===== config.mk =====
export PLATFORM = sky130hd
export DESIGN_NAME = control_sequencer_flat
export DESIGN_NICKNAME = d
export VERILOG_FILES = /design/src/rtl/control_sequencer_if.sv /design/src/rtl/control_sequencer.sv /design/src/flat_wrapper.sv
export SDC_FILE = /design/constraint.sdc
export NUM_CORES = 1
export LEC_CHECK = 0
export CORE_ASPECT_RATIO = 1.25
export CORE_MARGIN = 4
export CORE_UTILIZATION = 29
export CTS_CLUSTER_SIZE = 28
export DETAILED_ROUTE_END_ITERATION = 12
export PLACE_DENSITY = 0.77
export REMOVE_ABC_BUFFERS = 1
export SLEW_MARGIN = 20
export SYNTH_ARGS = -nofsm -noshare
export SYNTH_HDL_FRONTEND = slang
export SYNTH_SLANG_ARGS = --single-unit

===== constraint.sdc =====
create_clock -name clock -period 1.76 [get_ports clock]
set_clock_uncertainty 0.15 [all_clocks]
set_input_delay 0.176 -clock clock [delete_from_list [all_inputs] [get_ports clock]]
set_output_delay 0.176 -clock clock [all_outputs]
set_load 0.01 [all_outputs]

===== src/rtl/control_sequencer_if.sv =====
// control_sequencer_if: run/instruction/status inputs and datapath control strobes
// shared between the hardwired control sequencer (master) and the datapath (slave).
interface control_sequencer_if #(
    parameter int ALU_W = 5
) ();

    // Inputs to the sequencer
    logic              run;
    logic [31:0]       IR;
    logic              ConOut;
    logic              mem_ready;

    // Datapath control strobes
    logic              PCIn;
    logic              MARIn;
    logic              MDRIn;
    logic              IRIn;
    logic              YIn;
    logic              ZIn;
    logic              PCOut;
    logic              MDROut;
    logic              ZLoOut;
    logic              COut;
    logic              Gra;
    logic              Grb;
    logic              Grc;
    logic              RIn;
    logic              ROut;
    logic              BAOut;
    logic              Conin;
    logic              memread;
    logic              memwrite;
    logic [ALU_W-1:0]  ALUCode;

    // Status
    logic              halted;
    logic              illegal;

    modport master (
        input  run, IR, ConOut, mem_ready,
        output PCIn, MARIn, MDRIn, IRIn, YIn, ZIn, PCOut, MDROut, ZLoOut, COut,
               Gra, Grb, Grc, RIn, ROut, BAOut, Conin, memread, memwrite,
               ALUCode, halted, illegal
    );

    modport slave (
        output run, IR, ConOut, mem_ready,
        input  PCIn, MARIn, MDRIn, IRIn, YIn, ZIn, PCOut, MDROut, ZLoOut, COut,
               Gra, Grb, Grc, RIn, ROut, BAOut, Conin, memread, memwrite,
               ALUCode, halted, illegal
    );

endinterface


===== src/rtl/control_sequencer.sv =====
// control_sequencer: hardwired multi-cycle control unit. A state machine walks
// IDLE -> T0..T7 -> T0/IDLE (or HALT), and the datapath strobes are decoded from
// the current state and the opcode in IR[31:27]. Memory states stall on mem_ready.
// Build option: define CSEQ_BRANCH_EN to execute opcode 10011 as a conditional
// branch; without it that opcode is reported as illegal like any unknown opcode.
module control_sequencer #(
    parameter int               ALU_W    = 5,
    parameter logic [ALU_W-1:0] INC_CODE = ALU_W'(5'b11111)
) (
    input  logic                clock,
    input  logic                clear,
    control_sequencer_if.master bus
);

    // ------------------------------------------------------------------
    // State encoding
    // ------------------------------------------------------------------
    localparam logic [3:0] S_IDLE = 4'd0;
    localparam logic [3:0] S_T0   = 4'd1;
    localparam logic [3:0] S_T1   = 4'd2;
    localparam logic [3:0] S_T2   = 4'd3;
    localparam logic [3:0] S_T3   = 4'd4;
    localparam logic [3:0] S_T4   = 4'd5;
    localparam logic [3:0] S_T5   = 4'd6;
    localparam logic [3:0] S_T6   = 4'd7;
    localparam logic [3:0] S_T7   = 4'd8;
    localparam logic [3:0] S_HALT = 4'd9;

    // ------------------------------------------------------------------
    // Opcodes (IR[31:27])
    // ------------------------------------------------------------------
    localparam logic [4:0] OP_LD   = 5'b00000;
    localparam logic [4:0] OP_LDI  = 5'b00001;
    localparam logic [4:0] OP_ST   = 5'b00010;
    localparam logic [4:0] OP_ADD  = 5'b00011;
    localparam logic [4:0] OP_SUB  = 5'b00100;
    localparam logic [4:0] OP_AND  = 5'b00101;
    localparam logic [4:0] OP_OR   = 5'b00110;
    localparam logic [4:0] OP_ADDI = 5'b01100;
    localparam logic [4:0] OP_BR   = 5'b10011;
    localparam logic [4:0] OP_HALT = 5'b11011;

    // Address and branch-target arithmetic all use the adder
    localparam logic [ALU_W-1:0] ALU_ADD = ALU_W'(5'b00011);

`ifdef CSEQ_BRANCH_EN
    localparam bit BRANCH_EN = 1'b1;
`else
    localparam bit BRANCH_EN = 1'b0;
`endif

    // ------------------------------------------------------------------
    // Opcode classification
    // ------------------------------------------------------------------
    function automatic logic is_reg_alu(input logic [4:0] op);
        return (op == OP_ADD) || (op == OP_SUB) || (op == OP_AND) || (op == OP_OR);
    endfunction

    function automatic logic is_known(input logic [4:0] op);
        return (op == OP_LD)   || (op == OP_LDI) || (op == OP_ST) ||
               is_reg_alu(op)  || (op == OP_ADDI) || (op == OP_HALT) ||
               (BRANCH_EN && (op == OP_BR));
    endfunction

    logic [4:0] opcode;
    logic       op_ld;
    logic       op_ldi;
    logic       op_st;
    logic       op_rr;
    logic       op_addi;
    logic       op_br;
    logic       op_halt;
    logic       op_known;

    assign opcode   = bus.IR[31:27];
    assign op_ld    = (opcode == OP_LD);
    assign op_ldi   = (opcode == OP_LDI);
    assign op_st    = (opcode == OP_ST);
    assign op_rr    = is_reg_alu(opcode);
    assign op_addi  = (opcode == OP_ADDI);
    assign op_br    = BRANCH_EN && (opcode == OP_BR);
    assign op_halt  = (opcode == OP_HALT);
    assign op_known = is_known(opcode);

    // ------------------------------------------------------------------
    // State registers
    // ------------------------------------------------------------------
    logic [3:0] state_q;
    logic [3:0] state_d;
    logic       illegal_q;
    logic       illegal_d;
    logic [3:0] end_state;

    // Where an instruction goes after its final step: keep fetching only while run is high
    assign end_state = bus.run ? S_T0 : S_IDLE;

    // Bad opcode flag: raised while T3 decodes it, then held until reset
    assign illegal_d = illegal_q | ((state_q == S_T3) && !op_known);

    // State and sticky flag, cleared asynchronously by clear
    always_ff @(posedge clock or negedge clear) begin
        if (!clear) begin
            state_q   <= S_IDLE;
            illegal_q <= 1'b0;
        end else begin
            state_q   <= state_d;
            illegal_q <= illegal_d;
        end
    end

    // Next-state sequencing, including memory stalls and per-opcode instruction length
    always_comb begin
        state_d = state_q;
        case (state_q)
            S_IDLE: begin
                if (bus.run) state_d = S_T0;
            end
            S_T0: state_d = S_T1;
            S_T1: begin
                if (bus.mem_ready) state_d = S_T2;
            end
            S_T2: state_d = S_T3;
            S_T3: begin
                if (op_halt || !op_known) state_d = S_HALT;
                else                      state_d = S_T4;
            end
            S_T4: state_d = S_T5;
            S_T5: begin
                if (op_ld || op_st || op_br) state_d = S_T6;
                else                         state_d = end_state;
            end
            S_T6: begin
                if (op_ld) begin
                    if (bus.mem_ready) state_d = S_T7;
                end else if (op_st) begin
                    state_d = S_T7;
                end else begin
                    // Branch finishes here; anything else only lands here if IR changed mid-flight
                    state_d = end_state;
                end
            end
            S_T7: begin
                if (op_st) begin
                    if (bus.mem_ready) state_d = end_state;
                end else begin
                    state_d = end_state;
                end
            end
            S_HALT: state_d = S_HALT;
            default: state_d = S_IDLE;
        endcase
    end

    // ------------------------------------------------------------------
    // Strobe decode
    // ------------------------------------------------------------------
    logic             pc_in;
    logic             mar_in;
    logic             mdr_in;
    logic             ir_in;
    logic             y_in;
    logic             z_in;
    logic             pc_out;
    logic             mdr_out;
    logic             zlo_out;
    logic             c_out;
    logic             gra;
    logic             grb;
    logic             grc;
    logic             r_in;
    logic             r_out;
    logic             ba_out;
    logic             con_in;
    logic             mem_read;
    logic             mem_write;
    logic [ALU_W-1:0] alu_code;

    // Moore decode of state and opcode; PCIn additionally follows mem_ready in T1
    // (advance PC only when the fetch completes) and ConOut in the branch T6
    always_comb begin
        pc_in     = 1'b0;
        mar_in    = 1'b0;
        mdr_in    = 1'b0;
        ir_in     = 1'b0;
        y_in      = 1'b0;
        z_in      = 1'b0;
        pc_out    = 1'b0;
        mdr_out   = 1'b0;
        zlo_out   = 1'b0;
        c_out     = 1'b0;
        gra       = 1'b0;
        grb       = 1'b0;
        grc       = 1'b0;
        r_in      = 1'b0;
        r_out     = 1'b0;
        ba_out    = 1'b0;
        con_in    = 1'b0;
        mem_read  = 1'b0;
        mem_write = 1'b0;
        alu_code  = '0;
        case (state_q)
            S_T0: begin
                pc_out   = 1'b1;
                mar_in   = 1'b1;
                z_in     = 1'b1;
                alu_code = INC_CODE;
            end
            S_T1: begin
                zlo_out  = 1'b1;
                pc_in    = bus.mem_ready;
                mem_read = 1'b1;
                mdr_in   = 1'b1;
            end
            S_T2: begin
                mdr_out = 1'b1;
                ir_in   = 1'b1;
            end
            S_T3: begin
                if (op_ld || op_ldi || op_st) begin
                    grb    = 1'b1;
                    ba_out = 1'b1;
                    y_in   = 1'b1;
                end else if (op_rr || op_addi) begin
                    grb   = 1'b1;
                    r_out = 1'b1;
                    y_in  = 1'b1;
                end else if (op_br) begin
                    gra    = 1'b1;
                    r_out  = 1'b1;
                    con_in = 1'b1;
                end
            end
            S_T4: begin
                if (op_ld || op_ldi || op_st || op_addi) begin
                    c_out    = 1'b1;
                    z_in     = 1'b1;
                    alu_code = ALU_ADD;
                end else if (op_rr) begin
                    grc      = 1'b1;
                    r_out    = 1'b1;
                    z_in     = 1'b1;
                    alu_code = ALU_W'(opcode);
                end else if (op_br) begin
                    pc_out = 1'b1;
                    y_in   = 1'b1;
                end
            end
            S_T5: begin
                if (op_ld || op_st) begin
                    zlo_out = 1'b1;
                    mar_in  = 1'b1;
                end else if (op_ldi || op_rr || op_addi) begin
                    zlo_out = 1'b1;
                    gra     = 1'b1;
                    r_in    = 1'b1;
                end else if (op_br) begin
                    c_out    = 1'b1;
                    z_in     = 1'b1;
                    alu_code = ALU_ADD;
                end
            end
            S_T6: begin
                if (op_ld) begin
                    mem_read = 1'b1;
                    mdr_in   = 1'b1;
                end else if (op_st) begin
                    gra    = 1'b1;
                    r_out  = 1'b1;
                    mdr_in = 1'b1;
                end else if (op_br) begin
                    zlo_out = bus.ConOut;
                    pc_in   = bus.ConOut;
                end
            end
            S_T7: begin
                if (op_ld) begin
                    mdr_out = 1'b1;
                    gra     = 1'b1;
                    r_in    = 1'b1;
                end else if (op_st) begin
                    mem_write = 1'b1;
                end
            end
            default: begin
            end
        endcase
    end

    // ------------------------------------------------------------------
    // Output drive
    // ------------------------------------------------------------------
    assign bus.PCIn     = pc_in;
    assign bus.MARIn    = mar_in;
    assign bus.MDRIn    = mdr_in;
    assign bus.IRIn     = ir_in;
    assign bus.YIn      = y_in;
    assign bus.ZIn      = z_in;
    assign bus.PCOut    = pc_out;
    assign bus.MDROut   = mdr_out;
    assign bus.ZLoOut   = zlo_out;
    assign bus.COut     = c_out;
    assign bus.Gra      = gra;
    assign bus.Grb      = grb;
    assign bus.Grc      = grc;
    assign bus.RIn      = r_in;
    assign bus.ROut     = r_out;
    assign bus.BAOut    = ba_out;
    assign bus.Conin    = con_in;
    assign bus.memread  = mem_read;
    assign bus.memwrite = mem_write;
    assign bus.ALUCode  = alu_code;
    assign bus.halted   = (state_q == S_HALT);
    assign bus.illegal  = illegal_d;

endmodule

===== src/flat_wrapper.sv =====
// flat-port wrapper written by rule: the top's interface ports become plain ports
module control_sequencer_flat 
#(
    parameter int               ALU_W    = 5,
    parameter logic [ALU_W-1:0] INC_CODE = ALU_W'(5'b11111)
)
  (clock, clear, bus_run, bus_IR, bus_ConOut, bus_mem_ready, bus_PCIn, bus_MARIn, bus_MDRIn, bus_IRIn, bus_YIn, bus_ZIn, bus_PCOut, bus_MDROut, bus_ZLoOut, bus_COut, bus_Gra, bus_Grb, bus_Grc, bus_RIn, bus_ROut, bus_BAOut, bus_Conin, bus_memread, bus_memwrite, bus_ALUCode, bus_halted, bus_illegal);
  control_sequencer_if #(.ALU_W(ALU_W)) bus_i ();
  input  logic clock;
  input  logic clear;
  input wire logic [$bits(bus_i.run)-1:0] bus_run;
  input wire logic [$bits(bus_i.IR)-1:0] bus_IR;
  input wire logic [$bits(bus_i.ConOut)-1:0] bus_ConOut;
  input wire logic [$bits(bus_i.mem_ready)-1:0] bus_mem_ready;
  output wire logic [$bits(bus_i.PCIn)-1:0] bus_PCIn;
  output wire logic [$bits(bus_i.MARIn)-1:0] bus_MARIn;
  output wire logic [$bits(bus_i.MDRIn)-1:0] bus_MDRIn;
  output wire logic [$bits(bus_i.IRIn)-1:0] bus_IRIn;
  output wire logic [$bits(bus_i.YIn)-1:0] bus_YIn;
  output wire logic [$bits(bus_i.ZIn)-1:0] bus_ZIn;
  output wire logic [$bits(bus_i.PCOut)-1:0] bus_PCOut;
  output wire logic [$bits(bus_i.MDROut)-1:0] bus_MDROut;
  output wire logic [$bits(bus_i.ZLoOut)-1:0] bus_ZLoOut;
  output wire logic [$bits(bus_i.COut)-1:0] bus_COut;
  output wire logic [$bits(bus_i.Gra)-1:0] bus_Gra;
  output wire logic [$bits(bus_i.Grb)-1:0] bus_Grb;
  output wire logic [$bits(bus_i.Grc)-1:0] bus_Grc;
  output wire logic [$bits(bus_i.RIn)-1:0] bus_RIn;
  output wire logic [$bits(bus_i.ROut)-1:0] bus_ROut;
  output wire logic [$bits(bus_i.BAOut)-1:0] bus_BAOut;
  output wire logic [$bits(bus_i.Conin)-1:0] bus_Conin;
  output wire logic [$bits(bus_i.memread)-1:0] bus_memread;
  output wire logic [$bits(bus_i.memwrite)-1:0] bus_memwrite;
  output wire logic [$bits(bus_i.ALUCode)-1:0] bus_ALUCode;
  output wire logic [$bits(bus_i.halted)-1:0] bus_halted;
  output wire logic [$bits(bus_i.illegal)-1:0] bus_illegal;
  assign bus_i.run = bus_run;
  assign bus_i.IR = bus_IR;
  assign bus_i.ConOut = bus_ConOut;
  assign bus_i.mem_ready = bus_mem_ready;
  assign bus_PCIn = bus_i.PCIn;
  assign bus_MARIn = bus_i.MARIn;
  assign bus_MDRIn = bus_i.MDRIn;
  assign bus_IRIn = bus_i.IRIn;
  assign bus_YIn = bus_i.YIn;
  assign bus_ZIn = bus_i.ZIn;
  assign bus_PCOut = bus_i.PCOut;
  assign bus_MDROut = bus_i.MDROut;
  assign bus_ZLoOut = bus_i.ZLoOut;
  assign bus_COut = bus_i.COut;
  assign bus_Gra = bus_i.Gra;
  assign bus_Grb = bus_i.Grb;
  assign bus_Grc = bus_i.Grc;
  assign bus_RIn = bus_i.RIn;
  assign bus_ROut = bus_i.ROut;
  assign bus_BAOut = bus_i.BAOut;
  assign bus_Conin = bus_i.Conin;
  assign bus_memread = bus_i.memread;
  assign bus_memwrite = bus_i.memwrite;
  assign bus_ALUCode = bus_i.ALUCode;
  assign bus_halted = bus_i.halted;
  assign bus_illegal = bus_i.illegal;
  control_sequencer #(.ALU_W(ALU_W), .INC_CODE(INC_CODE)) u_core (.clock(clock), .clear(clear), .bus(bus_i));
endmodule

==> metrics.cfg <==
[outcome]
status = finished, violations left
violations = setup timing

[pwr]
p_sw_w = 0.0009032
internal_power_w = 0.001220
power_per_cell_area_mw_per_mm2 = 1163
seq_power_share = 0.092
switching_share = 0.4253
power_w = 0.002124
power_frac_comb = 0.844
p_leak_nw = 0.8532
power.share.clock = 0.064
peakVddDrop_uv = 656.9

[synth]
synth-async-reset-ratio = 1.000
yosysTopAreaCell = dfrtp_1
avgSynthCellArea_um2 = 7.078
synth_warnings = 0
synth_edf_count = 0
ys_ff_latch = 5
ys_top_cells_by_area = dfrtp_1 17%, nor2_1 7.1%, nand2b_1 5.1%
synth_top_cell_area_share = 0.1684
synth_area_um2 = 743.2
synthDistinctLibCells = 43
synth_cells = 105
synthFlopType = dfrtp_1
ys_seq_area_frac = 0.1684

[detailed_routing]
via_per_inst = 5.390
routed_wl_mm = 3.771
top_layer = met4
drt-met1-wl_mm = 1.345
vias = 1229
drtAntennaViolNets = 0
wl_met2_mm = 1.998
route.met3.wl_um = 295
drtPass1Iterations = 5
drc = 0
drt-initial-drc-count = 40
routedWlPerCell_um = 16.54

[layout]
layout.nets = 233
final_cell_mix = 43 x buf_4, 33 x buf_6, 14 x buf_2, 7 x nor2_1
final_common_cell = buf_4
drive_gt1_frac = 0.7026
num-fill-cells = 173
antenna_cells = 0
area_growth_pct = 145.6

[hold_path]
hold_class = reg -> reg
min-delay-start = u_core.illegal_q

[clocking]
clk_pin_slew_worst_paths_ps = 50
clock-sinks = 5
clock_latency_ps = 250
cts_inserted_buffers = 3
cts_root_buf = clkbuf_4
ctsHtreeMaxLevel = 1
cts.path.max_buffers = 2
cts_tree = yes

[timing]
period_needed_ps = 2068
maxSlewViolCount = 0
hold_viol_final = 0
max_freq_mhz = 483.5
period_share = 1.175
worst_slack_ps = -308.3
finalSetupViolCount = 25
rsz0062_at_grt = true

[floorplanning]
die_x_um = 53.28
die_y_um = 64.60
initial_core_util = 0.3031
coreArea_mm2 = 0.002452
dieArea_mm2 = 0.003442
num_io_pins = 63
fp-row-count = 20

[critical_path]
critPathKind = reg -> out
reg2reg_slack_ps = -240
endpoint = bus_ROut
rr_worst_depth = 6
endpoint_kind = primary output
r2r_end = u_core.state_q[0]
crit_arrival_ps = 1740
crit_required_ps = 1430
crit_fanout = 4
start_kind = register
r2r-start = u_core.state_q[0]
crit_start = u_core.state_q[3]

[place]
gp_congestion = 0.9202
placement.io_buffers = 33
pre_cts_slack_ps = -830.5
dp_hpwl_mm = 2.145

[global_route]
grt_pass1_wl_mm = 5.664
antenna_found_initial = 0
grt_pass1_vias = 1245
grt_overflow_total = 0
grt_max_degree = 13
grtUsageTotal = 0.2189

[run]
maxCapViolCount = 0

==> sequential cells by signal, summed over array words and instances (netlist names) <==
signal	flops
u_core.illegal_q	1
u_core.state_q	4
==> worst min-delay path by stage <==
stage                     slack [ps]  cells past startpoint           endpoint
final                            350                      1   u_core.illegal_q
after global routing             380                      1   u_core.illegal_q
after CTS                        340                      1   u_core.illegal_q
after detailed placement         260                      1  u_core.state_q[0]
after global placement           250                      1  u_core.state_q[0]
after floorplan                 -270                      0   u_core.illegal_q
==> metrics by stage <==
stage	hold slack [ps]	instances	util	instance area [um2]	setup TNS (ps)
6_report	352.8	228	0.7444	1826	-4742
5_1_grt	381.3	228	0.7444	1826	-6235
4_1_cts	339.2	223	0.6750	1655	-3888
3_5_place_dp	262.9	192	0.5255	1289	-16180
3_3_place_gp	253.6	192	0.5255	1289	-15430
2_1_floorplan	-269.6	94	-	676.9	-1163
==> metal layers <==
layer,up-vias,GRT usage
met1,592,0.2264
met4,0,0.1022
met5,-,0
li1,559,-
met2,62,0.4095
met3,16,0.03218
==> power groups by stage <==
| stage | clock (W) | combinational, W | sequential [W] |
|---|---|---|---|
| finish | 0.000135 | 0.00179 | 0.000196 |
| global route | 0.000146 | 0.00190 | 0.000201 |
| CTS | 0.000144 | 0.00156 | 0.000194 |
| detailed placement | 0 | 0.00120 | 0.000184 |
| global placement | 0 | 0.00119 | 0.000183 |
| floorplan | 0 | 0.000450 | 0.000246 |
==> final cells by class <==
type	count	area, um2	area share
clock buffer	4	26.28	0.01439
tap	33	41.29	0.02262
multi-input combinational	84	787.0	0.4311
timing repair buffer	97	827.0	0.4531
sequential	5	125.1	0.06854
inverter	5	18.77	0.01028
==> worst max-delay path, cell delays in order, from the launching register on <==
cell	delay, ps
dfrtp_1	410
nand2b_4	160
or3_4	390
nor3_4	180
buf_6	120
a221o_1	100
buf_2	130
==> cells by family after synthesis <==
logic type / share of synthesized area
buffers and inverters: 0.1145
AND/OR/NAND/NOR: 0.3670
multiplexers: 0.04041
flip-flops: 0.1684
XOR/XNOR: 0.01179
other: 0.005046
AO/OA/AOI/OAI: 0.2929
==> synth_stat cells, drive strengths merged (2+ instances only) <==
master	number
a21o	2
a21oi	4
a31oi	2
a32oi	2
and2	2
buf	6
clkbuf	5
dfrtp	5
inv	5
mux2i	3
nand2	6
nand2b	6
nor2	14
nor3	4
o21a	2
o21ai	7
o22ai	2
o31ai	2
or2	2
or3	4
or4b	2
==> timing repair <==
| action | in CTS | in global routing |
|---|---|---|
| pin swaps | 22 | 18 |
| resized for setup | 174 | 33 |
| setup endpoints to repair | 29 | 29 |
| hold buffers | 1 | 0 |
| endpoints found under the hold margin | 5 | 0 |
| setup buffers | 26 | 7 |
Note: power is estimated with default switching activity, not from simulation.
